==> src/rtl/useq_pkg.sv <==
// Shared types and constants for the microsequencer: next-state select
// codes, condition-mux select codes, the opcode values the decoder
// recognises, and the microstore entry point for each opcode.
package useq_pkg;

    typedef enum logic [2:0] {
        NS_DECODE = 3'd0,
        NS_INC    = 3'd1,
        NS_CJUMP  = 3'd2,
        NS_WAIT   = 3'd3,
        NS_CALL   = 3'd4,
        NS_RET    = 3'd5,
        NS_JUMP   = 3'd6,
        NS_RSVD   = 3'd7
    } ns_sel_e;

    typedef enum logic [2:0] {
        CS_ONE   = 3'd0,
        CS_MOC   = 3'd1,
        CS_ZERO  = 3'd2,
        CS_NEG   = 3'd3,
        CS_CARRY = 3'd4,
        CS_OVF   = 3'd5,
        CS_BR    = 3'd6,
        CS_NEVER = 3'd7
    } cond_sel_e;

    // IR[31:26] values with a dedicated microroutine
    localparam logic [5:0] OP_RTYPE = 6'h00;
    localparam logic [5:0] OP_LW    = 6'h23;
    localparam logic [5:0] OP_SW    = 6'h2B;
    localparam logic [5:0] OP_BEQ   = 6'h04;
    localparam logic [5:0] OP_ADDI  = 6'h08;
    localparam logic [5:0] OP_J     = 6'h02;

    // Microstore entry points for each recognised opcode
    localparam int unsigned ST_RTYPE = 6;
    localparam int unsigned ST_LW    = 7;
    localparam int unsigned ST_SW    = 11;
    localparam int unsigned ST_BEQ   = 12;
    localparam int unsigned ST_ADDI  = 16;
    localparam int unsigned ST_J     = 30;

endpackage

==> src/rtl/ustate_encoder.sv <==
// Opcode to microroutine entry-point map. Unknown opcodes map to state 0
// with o_valid low so the sequencer can flag them.
module ustate_encoder
    import useq_pkg::*;
#(
    parameter int unsigned STATE_W = 7
) (
    input  logic [5:0]         i_opcode,
    output logic [STATE_W-1:0] o_state,
    output logic               o_valid
);

    // Pure lookup; every output gets a default so no latch can form
    always_comb begin
        // NOTE: assigning defaults first in always_comb guarantees every path drives every output, which prevents latch inference.
        o_state = '0;
        o_valid = 1'b1;
        case (i_opcode)
            OP_RTYPE: o_state = STATE_W'(ST_RTYPE);
            OP_LW:    o_state = STATE_W'(ST_LW);
            OP_SW:    o_state = STATE_W'(ST_SW);
            OP_BEQ:   o_state = STATE_W'(ST_BEQ);
            OP_ADDI:  o_state = STATE_W'(ST_ADDI);
            OP_J:     o_state = STATE_W'(ST_J);
            default:  o_valid = 1'b0;
        endcase
    end

endmodule

==> src/rtl/microsequencer.sv <==
// Next-state controller for the microprogrammed control unit. Holds the
// control-state register that addresses the microstore and computes the
// next state from the control word, opcode and datapath flags. WAIT holds
// are bounded by MOC_TIMEOUT. Define USEQ_STACK_EN to build the
// micro-subroutine return stack; without it CALL acts as JUMP and RET
// returns to state 0.
module microsequencer
    import useq_pkg::*;
#(
    parameter int unsigned STATE_W     = 7,
    parameter int unsigned MOC_TIMEOUT = 255,
    parameter int unsigned STACK_DEPTH = 2
) (
    input  logic               clk,
    input  logic               reset,
    input  logic [2:0]         ns_sel,
    input  logic [2:0]         cond_sel,
    input  logic               cond_inv,
    input  logic [STATE_W-1:0] cr_addr,
    input  logic [5:0]         opcode,
    input  logic               moc,
    input  logic               zero,
    input  logic               negative,
    input  logic               carry,
    input  logic               overflow,
    input  logic               br_cond,
    output logic [STATE_W-1:0] current_state,
    output logic               illegal_op,
    output logic               mem_fault,
    output logic               stack_err
);

    localparam int unsigned CNT_W = (MOC_TIMEOUT > 1) ? $clog2(MOC_TIMEOUT + 1) : 1;

    logic [STATE_W-1:0] r_state;
    logic [CNT_W-1:0]   r_wait_cnt;
    logic               r_illegal;
    logic               r_fault;

    logic [STATE_W-1:0] w_next_state;
    logic [CNT_W-1:0]   w_next_cnt;
    logic [STATE_W-1:0] w_inc;
    logic [STATE_W-1:0] w_enc_state;
    logic               w_enc_valid;
    logic               w_cond_raw;
    logic               w_cond;
    logic               w_set_illegal;
    logic               w_set_fault;
    ns_sel_e            w_ns;

    assign w_ns  = ns_sel_e'(ns_sel);
    assign w_inc = r_state + STATE_W'(1);

    ustate_encoder #(.STATE_W(STATE_W)) u_encoder (
        .i_opcode (opcode),
        .o_state  (w_enc_state),
        .o_valid  (w_enc_valid)
    );

    // Condition mux followed by optional inversion
    always_comb begin
        w_cond_raw = 1'b0;
        case (cond_sel_e'(cond_sel))
            CS_ONE:   w_cond_raw = 1'b1;
            CS_MOC:   w_cond_raw = moc;
            CS_ZERO:  w_cond_raw = zero;
            CS_NEG:   w_cond_raw = negative;
            CS_CARRY: w_cond_raw = carry;
            CS_OVF:   w_cond_raw = overflow;
            CS_BR:    w_cond_raw = br_cond;
            default:  w_cond_raw = 1'b0;
        endcase
        w_cond = w_cond_raw ^ cond_inv;
    end

`ifdef USEQ_STACK_EN
    localparam int unsigned SP_W  = $clog2(STACK_DEPTH + 1);
    localparam int unsigned IDX_W = (STACK_DEPTH > 1) ? $clog2(STACK_DEPTH) : 1;

    logic [STATE_W-1:0] r_stack [STACK_DEPTH];
    logic [SP_W-1:0]    r_sp;
    logic               r_stack_err;
    logic               w_push;
    logic               w_pop;
    logic               w_set_stack_err;
    logic               w_full;
    logic               w_empty;
    logic [IDX_W-1:0]   w_push_idx;
    logic [IDX_W-1:0]   w_top_idx;

    assign w_full     = (r_sp == SP_W'(STACK_DEPTH));
    assign w_empty    = (r_sp == '0);
    assign w_push_idx = IDX_W'(r_sp);
    assign w_top_idx  = IDX_W'(r_sp - SP_W'(1));
`endif

    // Next-state selection, WAIT timeout and fault detection
    always_comb begin
        w_next_state  = r_state;
        w_next_cnt    = '0;
        w_set_illegal = 1'b0;
        w_set_fault   = 1'b0;
`ifdef USEQ_STACK_EN
        w_push          = 1'b0;
        w_pop           = 1'b0;
        w_set_stack_err = 1'b0;
`endif
        case (w_ns)
            NS_DECODE: begin
                w_next_state  = w_enc_state;
                w_set_illegal = !w_enc_valid;
            end
            NS_INC:   w_next_state = w_inc;
            NS_CJUMP: w_next_state = w_cond ? cr_addr : w_inc;
            NS_WAIT: begin
                // A completing memory op wins over a coinciding timeout
                if (w_cond) begin
                    w_next_state = w_inc;
                end else if (r_wait_cnt == CNT_W'(MOC_TIMEOUT)) begin
                    w_next_state = '0;
                    w_set_fault  = 1'b1;
                end else begin
                    w_next_state = r_state;
                    w_next_cnt   = r_wait_cnt + CNT_W'(1);
                end
            end
            NS_CALL: begin
                w_next_state = cr_addr;
`ifdef USEQ_STACK_EN
                if (w_full) w_set_stack_err = 1'b1;
                else        w_push          = 1'b1;
`endif
            end
            NS_RET: begin
                w_next_state = '0;
`ifdef USEQ_STACK_EN
                if (w_empty) begin
                    w_set_stack_err = 1'b1;
                end else begin
                    w_pop        = 1'b1;
                    w_next_state = r_stack[w_top_idx];
                end
`endif
            end
            NS_JUMP:  w_next_state = cr_addr;
            default:  w_next_state = '0;
        endcase
    end

    // State register, WAIT counter and sticky fault flags
    always_ff @(posedge clk or posedge reset) begin
        // NOTE: sequential state uses non-blocking assignments so every register samples pre-edge values, avoiding order-dependent races.
        if (reset) begin
            r_state    <= '0;
            r_wait_cnt <= '0;
            r_illegal  <= 1'b0;
            r_fault    <= 1'b0;
        end else begin
            r_state    <= w_next_state;
            r_wait_cnt <= w_next_cnt;
            if (w_set_illegal) r_illegal <= 1'b1;
            if (w_set_fault)   r_fault   <= 1'b1;
        end
    end

`ifdef USEQ_STACK_EN
    // Stack pointer and sticky overflow/underflow flag
    always_ff @(posedge clk or posedge reset) begin
        if (reset) begin
            r_sp        <= '0;
            r_stack_err <= 1'b0;
        end else begin
            if (w_push)               r_sp        <= r_sp + SP_W'(1);
            else if (w_pop)           r_sp        <= r_sp - SP_W'(1);
            if (w_set_stack_err)      r_stack_err <= 1'b1;
        end
    end

    // Return-address storage
    always_ff @(posedge clk) begin
        // NOTE: stack storage has no reset; clearing the pointer already discards its contents, so a reset here would only add logic.
        if (w_push) r_stack[w_push_idx] <= w_inc;
    end

    assign stack_err = r_stack_err;
`else
    assign stack_err = 1'b0;
`endif

    assign current_state = r_state;
    assign illegal_op    = r_illegal;
    assign mem_fault     = r_fault;

endmodule
==> config.mk <==
export PLATFORM = sky130hd
export DESIGN_NAME = microsequencer
export DESIGN_NICKNAME = d
export VERILOG_FILES = /design/src/rtl/useq_pkg.sv /design/src/rtl/ustate_encoder.sv /design/src/rtl/microsequencer.sv
export SDC_FILE = /design/constraint.sdc
export NUM_CORES = 1
export LEC_CHECK = 0
export BUFFER_PORTS_ARGS = -buffer_cell sky130_fd_sc_hd__buf_2
export CAP_MARGIN = 30
export CORE_AREA = 2 2 51 53
export CTS_BUF_LIST = sky130_fd_sc_hd__clkbuf_4 sky130_fd_sc_hd__clkbuf_8
export DETAILED_ROUTE_END_ITERATION = 10
export DIE_AREA = 0 0 53 55
export MAX_ROUTING_LAYER = met4
export PLACE_DENSITY_LB_ADDON = 0.15
export SYNTH_ARGS = -nofsm -noshare
export SYNTH_HDL_FRONTEND = slang
export SYNTH_SLANG_ARGS = --single-unit
==> constraint.sdc <==
create_clock -name clk -period 2.6 [get_ports clk]
set_clock_uncertainty 0.2 [all_clocks]
set_input_delay 0.26 -clock clk [delete_from_list [all_inputs] [get_ports clk]]
set_output_delay 0.26 -clock clk [all_outputs]
set_load 0.005 [all_outputs]
* Word level (Yosys, flattened, before mapping)
Cells that the tools add are included.
** Word-level totals
- Bits in registers :: 17
- Bits in latches :: 0
- Bits in writable memories :: 0
- ROM bits :: 0
- Output and inout port bits :: 10
- Memories kept :: 0
** Operators by class
- Add/subtract/negate cells :: 2
- $mul :: 0
- Div/mod/pow operators :: 0
- Order comparisons :: 0
- Equality and inequality tests :: 18
- Shift operators :: 0
- Muxes and demuxes :: 14
- Bitwise operators :: 1
- Reduce and logical (&&, ||, !) cells :: 6
** Operators by type and width (count)
- 7-bit case mux with 5 select lines :: 1
- 5-bit case mux with 6 select lines :: 1
- 8-bit 2-to-1 mux :: 3
- 7-bit 2-to-1 mux :: 3
- 3-bit == test, second input constant :: 5
- 3-bit by 2-bit == test with 1-bit output, second input constant :: 4
- 6-bit == test, second input constant :: 2
- 8-bit by 1-bit adder with 8-bit output, second input constant :: 1
- 8-bit == test, second input constant :: 1
- 7-bit by 1-bit adder with 7-bit output, second input constant :: 1
- 1-bit case mux with 7 select lines :: 1
- 3-bit by 1-bit == test with 1-bit output, second input constant :: 2
- 6-bit by 2-bit == test with 1-bit output, second input constant :: 1
- 6-bit by 3-bit == test with 1-bit output, second input constant :: 1
- 6-bit by 4-bit == test with 1-bit output, second input constant :: 1
- 3-bit zero test :: 2
- 6-bit zero test :: 1
- 6-bit OR reduction :: 1
- 1-bit 2-to-1 mux :: 5
- 3-bit inequality test, second input constant :: 1
- 2-bit OR reduction :: 1
- 1-bit zero test :: 1
- 1-bit XOR :: 1

* Logic depth before layout (Yosys ltp)
Gate-level depths: netlist of run 1.
- Depth in word-level cells :: 5
- Gate-level depth with buffers :: 8
- Gate-level depth less buffers :: 7

* Hierarchy
From an unflattened synthesis of run 1, not the netlist that was laid out.
** Second synthesis, totals
- Cell total of the unflattened synthesis :: 148
- Area total of the unflattened synthesis :: 1267.5 µm²
** Modules (own cells, without submodules)
- microsequencer :: times used 1, cells each 124, area each 1119.8 µm², seq. area each 425.4 µm²
- ustate_encoder :: times used 1, cells each 24, area each 147.6 µm², seq. area each 0.0 µm²

* Worst setup path after synthesis of run 1
No wires, ideal clock.
- Path kind :: input to register
- Start point :: input port cond_sel[1]
- End point :: register r_state[5] (netlist: current_state[5])
- Arrival :: 1.747 ns
- Setup slack :: 0.532 ns
- Stages on the path :: 7
- Buffers on the path :: 0
- Path through :: mux2i_1 a211oi_2 a211oi_2 mux2i_2 xnor2_1 a31o_1 a22o_1
** Between the ends
- Longest elaborated chain between the ends :: 5
** RTL lines
- start: declaration :: RTL line microsequencer.sv:17 : input logic [2:0] cond_sel,
- 3-bit == test (tied with other cells) :: RTL line microsequencer.sv:63 : case (cond_sel_e'(cond_sel))
- 1-bit case mux with 7 select lines * :: RTL line microsequencer.sv:63
- 1-bit XOR * :: RTL line microsequencer.sv:73 : w_cond = w_cond_raw ^ cond_inv;
- 7-bit 2-to-1 mux (on tied branches) :: RTL line microsequencer.sv:117, microsequencer.sv:114
- 7-bit case mux with 5 select lines :: RTL line microsequencer.sv:108 : case (w_ns)
- end signal: assignment :: RTL line microsequencer.sv:159 : r_state <= w_next_state;
- end: declaration :: RTL line microsequencer.sv:35 : logic [STATE_W-1:0] r_state;
Mark *: on every way between the ends. The rest lies on a longest branch, timed or not.
A chain may end at the register's enable or synchronous reset.

* Worst setup path after layout of run 1
- Start point :: register r_wait_cnt[0]
- End point :: register r_state[1] (netlist: current_state[1])
** Between the ends
- Longest elaborated chain between the ends :: 2
** RTL lines
- start: declaration :: RTL line microsequencer.sv:36 : logic [CNT_W-1:0] r_wait_cnt;
- start signal: assignment :: RTL line microsequencer.sv:160 : r_wait_cnt <= w_next_cnt;
- 8-bit == test :: RTL line microsequencer.sv:119 : end else if (r_wait_cnt == CNT_W'(MOC_TIMEOUT)) begin
- 3-bit inequality test (no source line)
No other way between the ends.

==> results of run 1 <==
-- power by group --
part           internal, W  switching (W)  leakage, nW
combinational    0.0000975      0.0000995        0.426
clock            0.0000702      0.0000921       0.0184
sequential        0.000290      0.0000298        0.222
total             0.000458       0.000221        0.667
-- cells in the mapped netlist (all sizes together), types with 2 or more instances --
cell / number
a211oi: 2
nor3: 4
a21oi: 5
o21ai: 4
xnor2: 8
a22o: 4
and2: 2
nand2: 11
nor3b: 2
buf: 2
dfrtp: 17
nor2: 16
o311a: 2
a31oi: 3
and3: 4
nand3: 10
o211ai: 2
ha: 2
nand2b: 2
a221o: 2
xor2: 5
inv: 6
mux2i: 2
-- repair_timing --
item                                    CTS  global route
buffers inserted                          0             0
hold buffers                              5             0
hold endpoints to repair                 21             0
endpoints found under the setup margin    0             0
-- cells in the final DEF, fill, tap and decap left out, types with 2 or more instances in the layout --
cell type and count:
nand2_1 11, and2_1 2, o21ai_1 2, xnor2_1 7, clkbuf_4 4, a22o_1 4
o21ai_0 2, ha_1 2, a211oi_2 2, nor2_1 16, a21oi_1 5, inv_1 6
buf_2 36, nand2b_1 2, o311a_1 2, and3_1 4, a31oi_1 3, dlygate4sd3_1 5
a221o_1 2, nor3_1 4, dfrtp_1 17, o211ai_1 2, xor2_1 5, nand3_1 10
-- through the flow --
step	setup slack [ps]	cell area (um2)
finish	544	1460
global route	397	1460
CTS	529	1460
detailed placement	258	1380
global placement	309	1380
floorplan	532	1170
-- worst paths after layout --
check,start,end,cells past startpoint
worst min register to register,mem_fault$_DFFE_PP0P_,mem_fault$_DFFE_PP0P_,1
min in group asynchronous,reset,current_state[4]$_DFFE_PP0P_,3
max in group asynchronous,reset,r_wait_cnt[5]$_DFF_PP0_,3
worst max register to register,r_wait_cnt[0]$_DFF_PP0_,current_state[1]$_DFFE_PP0P_,7
worst max-delay path,r_wait_cnt[0]$_DFF_PP0_,current_state[1]$_DFFE_PP0P_,7
worst min-delay path,cr_addr[2],current_state[2]$_DFFE_PP0P_,3
-- flip-flops by register name, summed over array words and instances, names as in the netlist --
name / cells
r_wait_cnt: 8
current_state: 7
illegal_op: 1
mem_fault: 1
-- cell type report --
cell class | count | area share [%]
clock buffers | 4 | 2.06
inverters | 6 | 1.55
multi-input cells | 107 | 48.3
flip-flops and latches | 17 | 29.2
well taps | 30 | 2.58
repair buffers | 42 | 16.3
-- routing by layer --
metal | track usage (%) | wire length, um | vias up
met5 | - | 0 | -
li1 | - | - | 572
met3 | 3.23 | 144 | 4
met2 | 37.3 | 1270 | 41
met1 | 28.7 | 1280 | 540
met4 | 10.3 | 42 | 0
-- critical path: cells and delay by family, from the launching register on --
family | cells | cell delay (ps)
compound gates | 2 | 440
fa+ha+maj | 1 | 230
flops | 1 | 410
simple gates | 4 | 680
-- cell families after synthesis --
logic type / Yosys count / share of synthesized area, %
AO/OA/AOI/OAI: 33 / 21.8
XOR/XNOR: 13 / 10.4
adder cells (fa/ha/maj): 2 / 2.14
buffers and inverters: 9 / 3.32
flip-flops: 17 / 36.4
multiplexers: 2 / 2.03
other: 1 / 0.321
AND/OR/NAND/NOR: 56 / 23.6
==> run summary, run 1 <==
status: finished with violations
failing checks: hold timing
ant diodes: 0
CTS root buf: clkbuf_4
max-slew violations: 0
Hold Path Class: input pin to flip-flop
via count: 1157
Post-CTS Resized: 0
DRC errors left: 0
Pwr Density: 466 nW/um2
Routability Congestion: 0.800
nets: 207
I/O pin cnt: 38
Pleak: 0.667 nW
synthesized area per cell: 8.79 um2
fmax: 486 MHz
Syn-to-layout area delta: 24.7%
largest net degree at the start of global routing: 18
cell type with the highest aggregate area in the netlist: dfrtp_1
dpl hpwl: 2180 um
number of global-route vias before repair: 1081
Synth cell types: 44
Critical-path top delay cell: dfrtp_1
CTS buffer count: 3
FF/Latch Area: 425 um2
Avg Vias per Cell: 5.62
Clock transition at path regs: 110 ps
Fin. Hold Viols: 1
fin crit share: 79.1%
type of the worst setup path: flip-flop to flip-flop
H-Tree Depth: 1
Post-Syn Area: 1170 um2
Mapped Cells: 133
Total GRT Usage: 23.0%
post-route insts no fill: 206
fin util: 61.6%
CTS tree: built
unrepaired setup endpoints after global routing: no
global-route congestion overflow total: 0
share of cells above drive strength 1: 26.1%
antenna viol nets, final: 0
die height: 55 um
crit path capture type: flip-flop
placed cell count: 197
clock sinks: 17
CP Launch Type: flip-flop
fin crit period: 2060 ps
Worst Path Max Fanout: 7
post-synth top area share: 36.4%
Die W: 53 um
per-cell routed wire length: 13.3 um
ys flop type: dfrtp_1
critical path cell sequence: ha_1 -> nand2_1 -> nor2_1 -> nand3_1 -> nand3_1 -> o32ai_1 -> a221o_1
Pre-Repair DR Iteration Count: 5
number of flops mapped to enable cells by yosys: 0
IO Port Bufs: 36
register area share after synthesis: 36.4%
most frequent CP cell: nand3_1
clk_lat worst skew: 290 ps
Worst VDD drop: 0.343 mV
DIE AREA: 2920 um2
initial antenna violation count: 0
core box area: 2360 um2
fraction of registers with async set/reset: 100%
total power: 0.000679 W
CP max stage delay: 410 ps
Worst slew margin: 56.0%
Critical Path RT: 2600 ps
R2R Setup Slk: 540 ps
Hold WS: -1.58 ps
num rows: 18
slew at the pin with the worst max-slew slack: 660 ps
Starting Density: 49.4%
top post-synthesis cells by area: dfrtp_1 36%, xnor2_1 5.2%, nor2_1 5.1%
DRT iter0 DRCs: 27
first-pass GRT wire length: 4660 um
TNS Setup: 0 ps
net count after synthesis: 163
Total Routed Length: 2740 um
Bufs on Longest Clock Path: 2
#FFs+latches synth: 17
fill cell count: 212
area taken by multi-input logic gates: 704 um2
# setup viols final: 0
MaxCap Viol Count: 0
CP arrival: 2050 ps
Syn. warnings: 0
(Power assumes the default switching activity.)
==> run 2: changes to the inputs <==
==> constraint.sdc (replaced) <==
create_clock -name clk -period 2.1 [get_ports clk]
set_clock_uncertainty 0.2 [all_clocks]
set_input_delay 0.21 -clock clk [delete_from_list [all_inputs] [get_ports clk]]
set_output_delay 0.21 -clock clk [all_outputs]
set_load 0.005 [all_outputs]
==> run summary, run 2 (same netlist as run 1, synthesis figures left out) <==
Post-CTS Setup Repair Bufs: 0
placed cell count: 202
post-route insts no fill: 212
Clock transition at path regs: 110 ps
Critical Path RT: 2080 ps
number of global-route vias before repair: 1064
total power: 0.000853 W
Avg Vias per Cell: 5.54
Bufs on Longest Clock Path: 2
Pre-Repair DR Iteration Count: 4
Routability Congestion: 0.830
share of cells above drive strength 1: 28.6%
status: finished clean
die height: 55 um
Worst VDD drop: 0.312 mV
fin crit period: 1960 ps
core box area: 2360 um2
unrepaired setup endpoints after global routing: no
I/O pin cnt: 38
DRT iter0 DRCs: 34
via count: 1175
Largest register FFs: 8
nets: 213
Starting Density: 49.4%
clk_lat worst skew: 290 ps
commonest non-fill, non-tap cell in the layout: buf_2
most frequent cells in the layout: 36 x buf_2, 17 x dfrtp_1, 16 x nor2_1
Total Routed Length: 2820 um
fmax: 511 MHz
global-route congestion overflow total: 0
dpl hpwl: 2180 um
Pleak: 0.697 nW
per-cell routed wire length: 13.3 um
Worst Path Max Fanout: 7
Total GRT Usage: 21.6%
type of the worst setup path: flip-flop to flip-flop
Syn-to-layout area delta: 29.2%
antenna viol nets, final: 0
initial antenna violation count: 0
CP arrival: 1940 ps
CTS root buf: clkbuf_4
fin crit share: 93.2%
CTS tree: built
crit path capture type: flip-flop
DRC errors left: 0
TNS Setup: 0 ps
Biggest register: r_wait_cnt
num rows: 18
Hold Path Class: input pin to flip-flop
Pwr Density: 565 nW/um2
CP Launch Type: flip-flop
CTS buffer count: 3
first-pass GRT wire length: 4530 um
IO Port Bufs: 36
slew at the pin with the worst max-slew slack: 647 ps
# setup viols final: 0
largest net degree at the start of global routing: 18
MaxCap Viol Count: 0
ant diodes: 0
clock sinks: 17
Die W: 53 um
Fin. Hold Viols: 0
fill cell count: 210
DIE AREA: 2920 um2
H-Tree Depth: 1
Worst slew margin: 56.8%
max-slew violations: 0
-- run 2: cell types whose count changed in the layout (fill, tap and decap cells not counted) --
cell and delta:
buf_4 +5, dlygate4sd3_1 +1, nand3_1 -1, nand3_2 +1
-- run 2: path summary, 6_finish.rpt --
check | startpoint | to | slack, ps | cells after the start
setup / recovery | r_wait_cnt[0]$_DFF_PP0_ | current_state[1]$_DFFE_PP0P_ | 140 | 7
hold / removal | cr_addr[4] | current_state[4]$_DFFE_PP0P_ | 10 | 3
setup reg to reg | r_wait_cnt[0]$_DFF_PP0_ | current_state[1]$_DFFE_PP0P_ | 140 | 7
hold reg to reg | illegal_op$_DFFE_PP0P_ | illegal_op$_DFFE_PP0P_ | 290 | 1
max in group asynchronous | reset | r_wait_cnt[6]$_DFF_PP0_ | 940 | 3
min in group asynchronous | reset | illegal_op$_DFFE_PP0P_ | 340 | 3
-- run 2: layer usage --
layer,vias up,track usage (%),wire length (um)
met5,-,-,0
li1,586,-,-
met4,0,7.26,15
met1,540,29.2,1320
met2,47,32.7,1300
met3,2,4.30,181
-- run 2: cell type report --
type / count / area [um2] / share of cell area, %
repair buffers: 48 / 285 / 18.9
clock buffers: 4 / 30.0 / 1.99
well taps: 30 / 37.5 / 2.49
flip-flops and latches: 17 / 425 / 28.2
inverters: 6 / 22.5 / 1.49
multi-input cells: 107 / 709 / 47.0
-- run 2: power by group --
part           switching [W]  internal, W
Combinational       0.000131     0.000136
Sequential         0.0000349     0.000359
Clock               0.000105    0.0000866
Total               0.000271     0.000582
-- run 2: worst max-delay path, stage by stage (launching register included) --
cell and delay, ps:
dfrtp_1 410, ha_1 220, nand2_1 70, nor2_1 210, nand3_1 160, nand3_2 190
o32ai_1 130, a221o_1 270
-- run 2: repair_timing --
item                                   in CTS  in global routing
hold buffers                                6                  0
setup endpoints to repair                   0                  2
endpoints found under the hold margin      22                  0
gates resized for setup                     0                  1
-- run 2: per-stage QoR --
step | worst slack, ps | hold WS [ps] | utilization [%] | instance area (um2)
2_1_floorplan | 81.8 | -63.9 | - | 1170
3_3_place_gp | -52.5 | 134 | 59.8 | 1420
3_5_place_dp | -129 | 140 | 59.8 | 1420
4_1_cts | 10.3 | 5.18 | 63.7 | 1510
5_1_grt | 36.6 | 0.416 | 63.9 | 1510
6_report | 143 | 14.1 | 63.9 | 1510
